**src/rtl/calendar_pkg.sv**
```systemverilog
// Shared types, month constants and date helpers for calendar_counter.
// CALENDAR_DOY_OUT_EN adds the day-of-year offset table and BCD helpers.
package calendar_pkg;

   typedef struct packed {
      logic [3:0] tens;
      logic [3:0] ones;
   } bcd2_t;

   localparam logic [3:0] JAN = 4'd1;
   localparam logic [3:0] FEB = 4'd2;
   localparam logic [3:0] MAR = 4'd3;
   localparam logic [3:0] APR = 4'd4;
   localparam logic [3:0] MAY = 4'd5;
   localparam logic [3:0] JUN = 4'd6;
   localparam logic [3:0] JUL = 4'd7;
   localparam logic [3:0] AUG = 4'd8;
   localparam logic [3:0] SEP = 4'd9;
   localparam logic [3:0] OCT = 4'd10;
   localparam logic [3:0] NOV = 4'd11;
   localparam logic [3:0] DEC = 4'd12;

   localparam logic [3:0] BLANK = 4'hF;

   function automatic logic [6:0] bcd2_to_bin(input bcd2_t v);
      logic [7:0] b;
      b = 8'(v.tens) * 8'd10 + 8'(v.ones);
      return b[6:0];
   endfunction

   function automatic logic [4:0] days_in_month(input logic [3:0] month,
                                                 input logic leap);
      case (month)
         APR, JUN, SEP, NOV: return 5'd30;
         FEB:                return 5'd28 + {4'd0, leap};
         default:            return 5'd31;
      endcase
   endfunction

   function automatic bcd2_t bin_to_bcd2(input logic [4:0] v);
      bcd2_t r;
      r.tens = 4'(v / 5'd10);
      r.ones = 4'(v % 5'd10);
      return r;
   endfunction

   // Last day of a BCD month, itself as BCD so it compares directly.
   function automatic bcd2_t last_day(input bcd2_t month, input logic leap);
      logic [6:0] m;
      m = bcd2_to_bin(month);
      return bin_to_bcd2(days_in_month(m[3:0], leap));
   endfunction

`ifdef CALENDAR_DOY_OUT_EN
   function automatic logic [8:0] cum_days(input logic [3:0] m);
      case (m)
         JAN:     return 9'd0;
         FEB:     return 9'd31;
         MAR:     return 9'd59;
         APR:     return 9'd90;
         MAY:     return 9'd120;
         JUN:     return 9'd151;
         JUL:     return 9'd181;
         AUG:     return 9'd212;
         SEP:     return 9'd243;
         OCT:     return 9'd273;
         NOV:     return 9'd304;
         DEC:     return 9'd334;
         default: return 9'd0;
      endcase
   endfunction

   function automatic logic [11:0] bin_to_bcd3(input logic [8:0] v);
      return {4'(v / 9'd100), 4'((v / 9'd10) % 9'd10), 4'(v % 9'd10)};
   endfunction

   function automatic logic [11:0] doy_of(input bcd2_t month,
                                          input bcd2_t day,
                                          input logic leap);
      logic [6:0] m;
      logic [6:0] d;
      logic [8:0] n;
      m = bcd2_to_bin(month);
      d = bcd2_to_bin(day);
      n = cum_days(m[3:0]) + {2'b0, d} + {8'b0, leap && (m > 7'd2)};
      return bin_to_bcd3(n);
   endfunction

   function automatic logic [11:0] bcd3_inc(input logic [11:0] v);
      logic [11:0] r;
      r = v;
      if (v[3:0] != 4'd9) begin
         r[3:0] = v[3:0] + 4'd1;
      end else begin
         r[3:0] = 4'd0;
         if (v[7:4] != 4'd9) begin
            r[7:4] = v[7:4] + 4'd1;
         end else begin
            r[7:4]  = 4'd0;
            r[11:8] = v[11:8] + 4'd1;
         end
      end
      return r;
   endfunction
`endif

endpackage

```
**src/rtl/calendar_counter_bcd_digit_pair.sv**
```systemverilog
// Two-digit BCD register: load, synchronous set-to-01, or increment,
// with a tens-digit blanked copy registered alongside.
module bcd_digit_pair
   import calendar_pkg::*;
#(
   parameter bcd2_t      RESET_VAL  = 8'h01,
   parameter logic [3:0] BLANK_CODE = BLANK
) (
   input  logic       clk,
   input  logic       rst_n,
   input  logic       inc,
   input  logic       set_one,
   input  logic       load,
   input  bcd2_t      ld_val,
   output bcd2_t      q,
   output logic [3:0] seg_tens
);

   bcd2_t nxt;

   always_comb begin
      nxt = q;
      if (load) begin
         nxt = ld_val;
      end else if (set_one) begin
         nxt = bcd2_t'(8'h01);
      end else if (inc) begin
         if (q.ones == 4'd9) begin
            nxt.ones = 4'd0;
            nxt.tens = q.tens + 4'd1;
         end else begin
            nxt.ones = q.ones + 4'd1;
         end
      end
   end

   // Blanking is derived from the next value so it never lags the digit.
   always_ff @(posedge clk or negedge rst_n) begin
      if (!rst_n) begin
         q        <= RESET_VAL;
         seg_tens <= (RESET_VAL.tens == 4'd0) ? BLANK_CODE : RESET_VAL.tens;
      end else begin
         q        <= nxt;
         seg_tens <= (nxt.tens == 4'd0) ? BLANK_CODE : nxt.tens;
      end
   end

endmodule

```
**src/rtl/calendar_counter.sv**
```systemverilog
// BCD month/day calendar advancing one day per tick, with load checking.
// Define CALENDAR_DOY_OUT_EN to add the BCD day-of-year output doy.
module calendar_counter
   import calendar_pkg::*;
#(
   parameter int         RESET_MONTH = 1,
   parameter int         RESET_DAY   = 1,
   parameter logic [3:0] BLANK_CODE  = BLANK
) (
   input  logic        clk,
   input  logic        rst_n,
   input  logic        day_tick,
   input  logic        leap,
   input  logic        load,
   input  logic [7:0]  ld_month,
   input  logic [7:0]  ld_day,
   output logic [3:0]  month10,
   output logic [3:0]  month1,
   output logic [3:0]  day10,
   output logic [3:0]  day1,
   output logic [3:0]  seg_month10,
   output logic [3:0]  seg_day10,
   output logic        year_wrap,
`ifdef CALENDAR_DOY_OUT_EN
   output logic [11:0] doy,
`endif
   output logic        load_err
);

   localparam bcd2_t RST_M = '{tens: 4'(RESET_MONTH / 10),
                               ones: 4'(RESET_MONTH % 10)};
   localparam bcd2_t RST_D = '{tens: 4'(RESET_DAY / 10),
                               ones: 4'(RESET_DAY % 10)};

   bcd2_t month;
   bcd2_t day;
   bcd2_t ldm;
   bcd2_t ldd;
   logic  load_ok;
   logic  tick;
   logic  at_end;
   logic  is_dec;

   assign ldm = bcd2_t'(ld_month);
   assign ldd = bcd2_t'(ld_day);

   assign load_ok = (ldm.tens <= 4'd9) && (ldm.ones <= 4'd9) &&
                    (ldd.tens <= 4'd9) && (ldd.ones <= 4'd9) &&
                    (ld_month >= 8'h01) && (ld_month <= 8'h12) &&
                    (ld_day >= 8'h01) && (ldd <= last_day(ldm, leap));

   // A load in the same cycle always swallows the tick.
   assign tick   = day_tick && !load;
   assign at_end = day >= last_day(month, leap);
   assign is_dec = month == bcd2_t'(8'h12);

   bcd_digit_pair #(.RESET_VAL(RST_D), .BLANK_CODE(BLANK_CODE)) u_day (
      .clk      (clk),
      .rst_n    (rst_n),
      .inc      (tick && !at_end),
      .set_one  (tick && at_end),
      .load     (load && load_ok),
      .ld_val   (ldd),
      .q        (day),
      .seg_tens (seg_day10)
   );

   bcd_digit_pair #(.RESET_VAL(RST_M), .BLANK_CODE(BLANK_CODE)) u_month (
      .clk      (clk),
      .rst_n    (rst_n),
      .inc      (tick && at_end && !is_dec),
      .set_one  (tick && at_end && is_dec),
      .load     (load && load_ok),
      .ld_val   (ldm),
      .q        (month),
      .seg_tens (seg_month10)
   );

   assign month10 = month.tens;
   assign month1  = month.ones;
   assign day10   = day.tens;
   assign day1    = day.ones;

   always_ff @(posedge clk or negedge rst_n) begin
      if (!rst_n) begin
         year_wrap <= 1'b0;
         load_err  <= 1'b0;
      end else begin
         year_wrap <= tick && at_end && is_dec;
         load_err  <= load && !load_ok;
      end
   end

`ifdef CALENDAR_DOY_OUT_EN
   localparam logic [11:0] RST_DOY = doy_of(RST_M, RST_D, 1'b0);

   always_ff @(posedge clk or negedge rst_n) begin
      if (!rst_n) begin
         doy <= RST_DOY;
      end else if (load && load_ok) begin
         doy <= doy_of(ldm, ldd, leap);
      end else if (tick && at_end && is_dec) begin
         doy <= 12'h001;
      end else if (tick) begin
         doy <= bcd3_inc(doy);
      end
   end
`endif

endmodule

```
**config.mk**
```make
export PLATFORM = sky130hd
export DESIGN_NAME = calendar_counter
export DESIGN_NICKNAME = d
export VERILOG_FILES = /design/src/rtl/calendar_pkg.sv /design/src/rtl/calendar_counter_bcd_digit_pair.sv /design/src/rtl/calendar_counter.sv
export SDC_FILE = /design/constraint.sdc
export NUM_CORES = 1
export LEC_CHECK = 0
export ABC_AREA = 1
export BUFFER_PORTS_ARGS = -buffer_cell sky130_fd_sc_hd__buf_2
export CAP_MARGIN = 20
export CORE_UTILIZATION = 45
export CTS_CLUSTER_DIAMETER = 40
export DETAILED_ROUTE_END_ITERATION = 10
export PLACE_DENSITY = 0.67
export SLEW_MARGIN = 5
export SYNTH_ARGS = -nofsm -noshare
export SYNTH_HDL_FRONTEND = slang
export SYNTH_SLANG_ARGS = --single-unit
```
**constraint.sdc**
```tcl
create_clock -name clk -period 3.64 [get_ports clk]
set_input_delay 0.182 -clock clk [delete_from_list [all_inputs] [get_ports clk]]
set_output_delay 0.182 -clock clk [all_outputs]
set_load 0.01 [all_outputs]
```
==> qor.tcl <==
set qor(nNetsFinal) 364
set qor(drc) 0
set qor(run_status) {complete, no violations}
set qor(max_clock_freq_mhz) 312.7
set qor(detailed_route_via_count) 1874
set qor(worstPathCellList) {buf_2, ha_1, fa_1, or2_2, nor3_1, inv_1, ha_1, ha_1, nand2_1, nand2_1, nand2_1, nand2_1, nand2_1, nand2_1, nand2_1, nand3_4, nand3_1, nand2_1, inv_1, nand3_2, nand2_1}
set qor(ios) 47
set qor(input_output_buffers) 46
set qor(tritoncts.num_buffers) 3
set qor(ys_seq_elements) 26
set qor(timing.critical_path.slowest_stage_cell) {fa_1}
set qor(cts-htree-levels) 1
set qor(timing.clock.skew_ns) 0.004506
set qor(min-delay-path-class) {input pin to flip-flop}
set qor(worst_ep_arrival_time_ns) 3.42
set qor(critPathMaxStageDelay_ns) 0.45
set qor(timing.hold.worst.start) {load}
set qor(insertedDiodeCount) 0
set qor(postCtsResizedCells) 0
set qor(tightest_slew_ns) 0.5704
set qor(gr-total-overflow) 0
set qor(synth.lib_cells_used.distinct) 34
set qor(slew_headroom) 0.6197
set qor(die_h_um) 69.59
set qor(r2r-start) {u_month.q[1]}
set qor(grtUsageTotal) 0.1919
set qor(critical-path-top-delay-family) {simple AND/OR/NAND/NOR gates}
set qor(design.die.area_um2) 4843
set qor(critical_path.startpoint) {ld_month[1]}
set qor(drt_iter0_drc) 94
set qor(clock_latency_late_sink_ns) 0.28
set qor(finalMaxSlewViolations) 0
set qor(clock_tree.root_cell) {clkbuf_8}
set qor(floorplan.initialDensity) 0.4689
set qor(critical_path_class) {input pin to flip-flop}
set qor(syn-instance-count) 272
set qor(place.detailed.instances) 370
set qor(die-width_um) 69.59
set qor(route.final.wire_length_um) 4426
set qor(filler_cell_count) 432
set qor(detailed_place_hpwl_um) 3594
set qor(drive_above_1_share) 0.2570
set qor(cts_tree) {yes}
set qor(synth_sequential_area_ratio) 0.3226
set qor(timing.critical_path.buf_inv) 3
set qor(path_common_cell) {nand2_1}
set qor(antenna_violations_before_repair) 0
set qor(dpl-instance-area_um2) 2347
set qor(worst_setup_hold_path_clk_slew_ns) 0.09
set qor(detail_route.wl_per_cell_um) 11.80
set qor(yosys_warnings) 0
set qor(detailedRoute.firstPassIterationCount) 4
set qor(post-cts-setup-buffer-count) 0
set qor(post_synth_instance_area_um2) 2056
set qor(finalInstanceArea_um2) 2412
set qor(stdcell_count) 375
set qor(setup_viol) 0
set qor(totalNegativeSetupSlack_ns) 0
set qor(p_total_mw) 1.781
set qor(post_synth_top_flop) {dfrtp_1}
set qor(critPathLaunchType) {input pin}
set qor(global_route_wire_length_before_repair_um) 7576
set qor(floorplan.core_area_um2) 4384
set qor(synth.net_count) 312
set qor(async_set_or_reset_flop_fraction_in_the_synthesized_netlist) 1.000
set qor(area.sequential_um2) 663.1
set qor(p_per_area_nw_per_um2) 738.3
set qor(cts.sinks) 26
set qor(post_drt_via_cell_ratio) 4.997
set qor(place.gp.congestion) 0.8428
set qor(worstPathRequired_ns) 3.86
set qor(largest_net_degree_at_the_start_of_global_routing) 27
set qor(synth_edf_count) 0
set qor(rsz_0062_raised_after_global_routing) {false}
set qor(syn_to_layout_area_delta_pct) 17.35
set qor(critPathCaptureType) {flip-flop}
set qor(antenna_left) 0
set qor(leakage_power_summed_over_all_cells_nw) 1.313
set qor(synth.avg_cell_area_um2) 7.558
set qor(grt_pass1_vias) 1732
set qor(std_cell_rows) 24
set qor(final_hold_viol_count) 0
set qor(finalCriticalPeriod_ns) 3.198
set qor(vdd_drop_max_mv) 0.2089
set qor(multi_input_logic_area_um2) 1175
set qor(final.period_utilization) 0.8786
set qor(worst_hold_slack_ns) 0.1665
set qor(cts-root-to-sink-buffers) 2
set qor(maxCapViolCount) 0
set qor(worst-path-max-fanout) 18
==> tightest hold or removal path, cell delays in order <==
cell     delay [ns]
buf_2          0.12
inv_1          0.06
a21oi_1        0.05
==> cell usage after synthesis (all sizes together) (5+ instances only) <==
master   n  area [um^2]
o221ai   6        52.55
xnor2    5        43.79
nor3     5        41.29
ha      17        212.7
nand2   66        275.3
a21oi    7        38.79
xor2     5        43.79
dfrtp   16        400.4
dfstp   10        262.8
nand3   22        132.6
inv     55        206.5
nand4   11        75.07
o21ai   13        68.82
nor2    25        111.4
==> path summary, 6_finish.rpt <==
| kind | end | slack, ns | depth (start not counted) |
|---|---|---|---|
| worst max-delay path | u_month.seg_tens[3] | 0.44 | 21 |
| worst min-delay path | load_err | 0.17 | 3 |
| worst max register to register | u_month.seg_tens[3] | 0.57 | 23 |
| worst min register to register | u_day.q[0] | 0.62 | 2 |
| max in group asynchronous | u_day.seg_tens[3] | 2.84 | 2 |
| min in group asynchronous | u_month.q[6] | 0.43 | 2 |
==> area by class of cell <==
class | instances | share of cell area
clock buffers | 4 | 0.02282
flip-flops and latches | 26 | 0.2749
inverters | 55 | 0.08558
repair buffers | 48 | 0.1027
multi-input cells | 190 | 0.4870
well taps | 52 | 0.02697
==> cell families after synthesis <==
logic type	after synthesis	synth area share
buf+inv	56	0.1059
fa+ha+maj	19	0.1229
xor+xnor	10	0.04260
flops	26	0.3226
simple gates	130	0.3122
other cells	1	0.001824
compound gates	30	0.09191
==> what timing repair did <==
action                     in CTS  in global routing
setup endpoints to repair       0                  0
hold buffers                    1                  0
hold endpoints to repair       16                  0
==> registers in the layout (all words and copies together), names as in the netlist <==
name	cells
load_err	1
u_day.q	8
u_day.seg_tens	4
u_month.q	8
u_month.seg_tens	4
year_wrap	1
==> metrics by stage <==
stage	util	setup slack [ns]
2_1_floorplan	-	0.6128
3_3_place_gp	0.5354	0.2559
3_5_place_dp	0.5354	0.1424
4_1_cts	0.5502	0.4195
5_1_grt	0.5502	0.1781
6_report	0.5502	0.4417
==> routing by layer <==
metal,part of all wire,track usage,vias up
li1,-,-,978
met3,0.028,0.01890,4
met4,0.010,0.05669,0
met2,0.46,0.3161,38
met1,0.50,0.2670,854
met5,0,0,-
==> cell usage in the layout (no fill, tap or decap) <==
cell           count
nor3_1             3
fa_1               2
clkbuf_8           4
or2_2              1
nand3_1           19
nand2_1           61
nor3_2             1
xor2_1             5
nor3_4             1
ha_1              17
a21oi_2            1
o21bai_1           1
o221ai_1           6
nand2_4            3
a21oi_1            6
inv_2              5
buf_4              1
o21ai_1            6
buf_2             46
dfrtp_1           16
nand2_2            2
nor2_1            22
o21ai_2            1
nand3_4            1
xnor2_1            5
conb_1             1
nor2_4             2
nor2_2             1
inv_1             50
nand3_2            2
dfstp_2           10
a31oi_1            1
dlygate4sd3_1      1
nand4_1           10
o21ai_0            6
o211ai_1           2
nand4_2            1
==> power breakdown <==
part           total, mW  internal, mW  switching, mW
combinational       1.05         0.415          0.631
sequential         0.542         0.425          0.117
clock              0.193        0.0970         0.0956
Power figures use the tool's default switching activity.
